==> src/rtl/ie_fwd_ctrl.sv <==
// ie_fwd_ctrl: execute-stage operand forwarding, load-use stalls and data-memory freezes.
// Define IE_FWD_WB_EN to forward WB-stage results (select 11) instead of stalling on them.
module ie_fwd_ctrl #(
    parameter int REG_AW = 5,
    parameter int CNT_W  = 16
) (
    input  logic              clk,
    input  logic              rst_n,
    input  logic              id_valid,
    input  logic [REG_AW-1:0] id_rs1_addr,
    input  logic [REG_AW-1:0] id_rs2_addr,
    input  logic              id_rs1_used,
    input  logic              id_rs2_used,
    input  logic              id_uses_pc,
    input  logic              id_uses_imm,
    input  logic [REG_AW-1:0] id_rd_addr,
    input  logic              id_rd_we,
    input  logic              id_is_load,
    input  logic              dmem_busy,
    output logic [1:0]        IE_mux1_SEL,
    output logic [1:0]        IE_mux2_SEL,
    output logic              stall_if_id,
    output logic              bubble_ie,
    output logic              freeze,
    output logic [CNT_W-1:0]  stall_cycles
);

    typedef struct packed {
        logic              valid;
        logic [REG_AW-1:0] rd;
        logic              we;
        logic              load;
    } tag_t;

    typedef enum logic [1:0] {
        RUN,
        HAZ,
        MEM_WAIT
    } state_t;

    localparam logic [1:0] SEL_REG    = 2'b00;
    localparam logic [1:0] SEL_DIRECT = 2'b01;
    localparam logic [1:0] SEL_IM     = 2'b10;
    localparam logic [1:0] SEL_WB     = 2'b11;

    tag_t       ie_tag, im_tag, wb_tag, id_tag;
    state_t     state, state_next;
    logic [2:0] res1, res2;
    logic       hazard;
    logic [1:0] sel1_next, sel2_next;

    function automatic logic tag_match(input tag_t t, input logic [REG_AW-1:0] src,
                                       input logic used);
        return used && (src != '0) && t.valid && t.we && (t.rd == src);
    endfunction

    // Returns {stall, select}; the youngest matching stage decides.
    function automatic logic [2:0] resolve(input tag_t ie, input tag_t im, input tag_t wb,
                                           input logic [REG_AW-1:0] src, input logic used);
        logic [2:0] r;
        r = {1'b0, SEL_REG};
        if (tag_match(ie, src, used)) begin
            r = ie.load ? {1'b1, SEL_REG} : {1'b0, SEL_IM};
        end else if (tag_match(im, src, used)) begin
            r = im.load ? {1'b1, SEL_REG} : {1'b0, SEL_IM};
        end else if (tag_match(wb, src, used)) begin
`ifdef IE_FWD_WB_EN
            r = {1'b0, SEL_WB};
`else
            r = {1'b1, SEL_REG};
`endif
        end
        return r;
    endfunction

    always_comb begin
        res1      = resolve(ie_tag, im_tag, wb_tag, id_rs1_addr, id_valid && id_rs1_used);
        res2      = resolve(ie_tag, im_tag, wb_tag, id_rs2_addr, id_valid && id_rs2_used);
        hazard    = res1[2] | res2[2];
        sel1_next = (id_valid && id_uses_pc)  ? SEL_DIRECT : res1[1:0];
        sel2_next = (id_valid && id_uses_imm) ? SEL_DIRECT : res2[1:0];

        id_tag       = '0;
        id_tag.valid = id_valid;
        id_tag.rd    = id_rd_addr;
        id_tag.we    = id_rd_we;
        id_tag.load  = id_is_load;
    end

    // A busy data memory always wins over an operand hazard.
    always_comb begin
        state_next  = state;
        stall_if_id = 1'b0;
        bubble_ie   = 1'b0;
        freeze      = 1'b0;
        case (state)
            MEM_WAIT: begin
                if (dmem_busy) begin
                    freeze      = 1'b1;
                    stall_if_id = 1'b1;
                end else if (hazard) begin
                    stall_if_id = 1'b1;
                    bubble_ie   = 1'b1;
                    state_next  = HAZ;
                end else begin
                    state_next  = RUN;
                end
            end
            default: begin
                if (dmem_busy) begin
                    freeze      = 1'b1;
                    stall_if_id = 1'b1;
                    state_next  = MEM_WAIT;
                end else if (hazard) begin
                    stall_if_id = 1'b1;
                    bubble_ie   = 1'b1;
                    state_next  = HAZ;
                end else begin
                    state_next  = RUN;
                end
            end
        endcase
        if (!rst_n) begin
            stall_if_id = 1'b0;
            bubble_ie   = 1'b0;
            freeze      = 1'b0;
        end
    end

    always_ff @(posedge clk) begin
        if (!rst_n) begin
            state        <= RUN;
            ie_tag       <= '0;
            im_tag       <= '0;
            wb_tag       <= '0;
            IE_mux1_SEL  <= SEL_REG;
            IE_mux2_SEL  <= SEL_REG;
            stall_cycles <= '0;
        end else begin
            state <= state_next;
            if ((stall_if_id || freeze) && (stall_cycles != '1)) begin
                stall_cycles <= stall_cycles + 1'b1;
            end
            if (!freeze) begin
                wb_tag <= im_tag;
                im_tag <= ie_tag;
                ie_tag <= (bubble_ie || !id_valid) ? '0 : id_tag;
                if (bubble_ie) begin
                    IE_mux1_SEL <= SEL_REG;
                    IE_mux2_SEL <= SEL_REG;
                end else begin
                    IE_mux1_SEL <= sel1_next;
                    IE_mux2_SEL <= sel2_next;
                end
            end
        end
    end

endmodule
==> config.mk <==
export PLATFORM = sky130hd
export DESIGN_NAME = ie_fwd_ctrl
export DESIGN_NICKNAME = d
export VERILOG_FILES = /design/src/rtl/ie_fwd_ctrl.sv
export SDC_FILE = /design/constraint.sdc
export NUM_CORES = 1
export LEC_CHECK = 0
export CAP_MARGIN = 20
export CORE_AREA = 4 4 72 74
export CTS_CLUSTER_DIAMETER = 40
export DETAILED_ROUTE_END_ITERATION = 10
export DIE_AREA = 0 0 76 78
export PLACE_DENSITY = 0.84
export SLEW_MARGIN = 15
export SYNTH_ARGS = -nofsm -noshare
export SYNTH_HDL_FRONTEND = slang
export SYNTH_SLANG_ARGS = --single-unit
==> constraint.sdc <==
create_clock -name clk -period 3.6 [get_ports clk]
set_input_delay 0.72 -clock clk [delete_from_list [all_inputs] [get_ports clk]]
set_output_delay 0.72 -clock clk [all_outputs]
set_load 0.05 [all_outputs]
==> results of run 1 <==
[synthesized netlist by cell type (all sizes together)]
cell type	number	area share
dfxtp	43	0.39
xnor2	25	0.098
nor2	22	0.038
mux2i	16	0.072
a21oi	10	0.026
a32o	10	0.045
nand2	10	0.017
nand3	9	0.020
o31ai	9	0.037
buf	8	0.029
nand4	8	0.022
o211ai	8	0.027
o21ai	7	0.022
or4	7	0.025
and3	6	0.017
or3	6	0.017
inv	5	0.0084
xor2	5	0.020
clkbuf	4	0.0067
nor3	3	0.0067
nor4	3	0.011
a21o	2	0.0067
a22o	2	0.0079
and2	2	0.0056
a31oi	1	0.0028
clkinv	1	0.0017
ha	1	0.0056
mux2	1	0.0067
nand2b	1	0.0028
o21bai	1	0.0034
o311a	1	0.0045
[placed cells by master (no fill, tap or decap), types with 2 or more instances in the layout]
master / instances
a32o_1: 10
nand2_1: 10
a21o_1: 2
a21oi_1: 8
dlygate4sd2_1: 11
inv_1: 5
xnor2_1: 25
clkbuf_8: 6
a22o_1: 2
nor4_1: 2
o21ai_2: 4
o31ai_1: 8
nand4_1: 8
dfxtp_1: 43
buf_6: 2
or4_4: 4
or3_1: 5
or4_1: 3
mux2i_1: 16
and2_1: 2
nand3_1: 9
buf_12: 3
clkdlybuf4s50_1: 33
a21oi_2: 2
buf_4: 26
xor2_1: 5
nor3_2: 2
and3_1: 6
o211ai_1: 8
nor2_1: 21
o21ai_0: 3
[report_power, final]
part	switching, uW	leakage [uW]	internal (uW)
clock	172	0.0000484	157
combinational	78.3	0.000752	75.6
sequential	12.7	0.000348	485
total	263	0.00115	718
[logic make-up after synthesis]
group | Yosys count
mux | 17
fa+ha+maj | 1
simple gates | 77
flops | 43
compound gates | 51
buf+inv | 18
xor+xnor | 30
[sequential cells by signal (all words and copies together) (netlist names)]
signal        cells
ie_tag            8
im_tag            8
stall_cycles     16
IE_mux2_SEL       2
wb_tag            7
IE_mux1_SEL       2
[repair_timing]
action                                 CTS  global route
pin swaps                                8             4
setup endpoints to repair                2             2
cloned                                   0             0
resized for setup                       18             0
setup buffers                            3             0
endpoints found under the hold margin    0             0
[metrics by stage]
stage                     utilization  setup WS (ns)  instance area, um2  power (uW)  setup TNS [ns]
after floorplan                     -          0.175                2230         589               0
after global placement          0.632         -0.144                2910         660          -0.271
after detailed placement        0.632         -0.200                2910         663          -0.310
after CTS                       0.661         0.0775                3040         984               0
after global routing            0.661        -0.0222                3040        1020         -0.0245
final                           0.661         0.0587                3040         981               0
[how the worst max path moves through the flow]
stage	startpoint	end	slack [ns]	depth (start not counted)
floorplan	id_rs1_addr[0]	stall_if_id	0.17	8
global placement	id_rs1_addr[4]	stall_if_id	-0.14	9
detailed placement	id_rs1_addr[1]	stall_if_id	-0.20	9
CTS	id_rs2_addr[1]	bubble_ie	0.08	11
global route	id_rs1_addr[1]	stall_if_id	-0.02	9
finish	id_rs2_addr[2]	bubble_ie	0.06	9
[layout make-up]
| cell class | instances | area share |
|---|---|---|
| multi-input combinational | 176 | 0.424 |
| tap | 54 | 0.0222 |
| timing repair buffer | 75 | 0.232 |
| clock inverter | 1 | 0.00288 |
| inverter | 6 | 0.00741 |
| clock buffer | 7 | 0.0284 |
| sequential | 43 | 0.283 |
[per-layer routing]
layer  vias to the layer above  global-route usage  share of wire
li1                       1011                   -              -
met1                       970               0.247           0.45
met2                        56               0.328           0.48
met3                        14              0.0441          0.041
met4                         0              0.0783          0.026
met5                         -                   0              0
==> flow_summary.ini, run 1 <==
[critical_path]
crit_chain = dlygate4sd2_1 -> or4_1 -> o211ai_1 -> or3_4 -> mux2i_1 -> nor2_2 -> nor2_1 -> nor3_2 -> buf_12
r2r-start = im_tag[2]$_SDFFE_PN0N_
required_ns = 2.88
cp.arrival_ns = 2.82
crit_path_top_delay_cell = or4_1
startpoint_type = input port
path_class = input port to primary output
critPathCaptureType = primary output
reg2reg_depth = 10
critPathTopFamily = simple AND/OR/NAND/NOR gates
ff2ff_setup_slack_ns = 0.95
r2r_end = stall_cycles[10]$_SDFFE_PN0P_
crit_fanout = 3
path_buf_inv = 2
slowest_delay_ns = 0.52

[timing]
slew_viol_final = 0
hold_viol_final = 0
fin_crit_sh = 0.984
rsz0062_at_grt = yes
timing.final.crit_period_ns = 3.54
fmax_mhz = 282
worstMarginPinSlew_ns = 0.511
setup_violations = 0
holdWs_ns = 0.484
max-slew-margin-rel = 0.658
fin_skew_ns = 0.00788

[yosys]
synth_nets = 263
synth_simple_gate_area_frac = 0.183
synth_seq_area_share = 0.387
postSynthAreaPerCell_um2 = 9.40
synth.area.mux_share = 0.0787
ys_types = 40
synth_compound_area_frac = 0.182
synthAdderAreaFrac = 0.00562
synth_xor_area_frac = 0.118
ys_ff_latch = 43
synthCells = 237
synth_top_family_by_area = simple AND/OR/NAND/NOR gates
syn_area_mm2 = 0.00223
yosys_warnings = 0

[detailed_routing]
vias = 2051
detail_route.wl_per_cell_um = 15.9
drc_errors = 0
wl_um = 5770
drt_iter0_drc = 117
detail-route-antenna-nets = 0
vias_per_cell = 5.67
drtPass1Iterations = 4

[clock_tree]
clockBufferDepth = 2
cts_tree = done
clkLatencyLatePin_ns = 0.30
clk_pin_slew_ns = 0.08
cts_sinks = 43
h-tree-depth = 2
cts-buffers-inserted = 5
cts_hold_buf = 0
root_buffer = clkbuf_8

[final_layout]
syn_to_final_growth_pct = 36.5
num-fill-cells = 379
antennaDiodeCount = 0
drive_gt1_frac = 0.179
stdcell_count = 362
num-nets-final = 333
multi_input_area_mm2 = 0.00129
layout.area.seq_um2 = 861

[global_route]
first_global_vias = 2015
grtUsageTotal = 0.198
antenna_found_initial = 0
overflow = 0
grt_max_degree = 31
grt_pass1_wl_um = 9490

[placement]
portBuffers = 47
dp.cells = 351
gp_congestion = 0.903
dp_hpwl_um = 4320

[die]
die_h_um = 78
fp.coreArea_mm2 = 0.00460
initial_utilization = 0.484
die_area_mm2 = 0.00593
rows = 25
dieWidth_um = 76
io_pins = 48

[status]
status = completed

[hold_path]
hp-start = IE_mux2_SEL[0]$_SDFFE_PN0N_
hold_end = IE_mux2_SEL[0]$_SDFFE_PN0N_
hp-class = register to register
whs_path_depth = 1

[run]
maxCapViolCount = 0

[power]
cellPowerDensity_mw_per_mm2 = 323
power.static_leakage_uw = 0.00115
max-vdd-ir-drop_uv = 281
Power figures use the tool's default switching activity.
==> run 2: changes to the inputs <==
Settings changed: ABC_CLOCK_PERIOD_IN_PS from default to 3600.
==> results of run 2 <==
Final layout, timing and power as in run 1 (identical DEF).
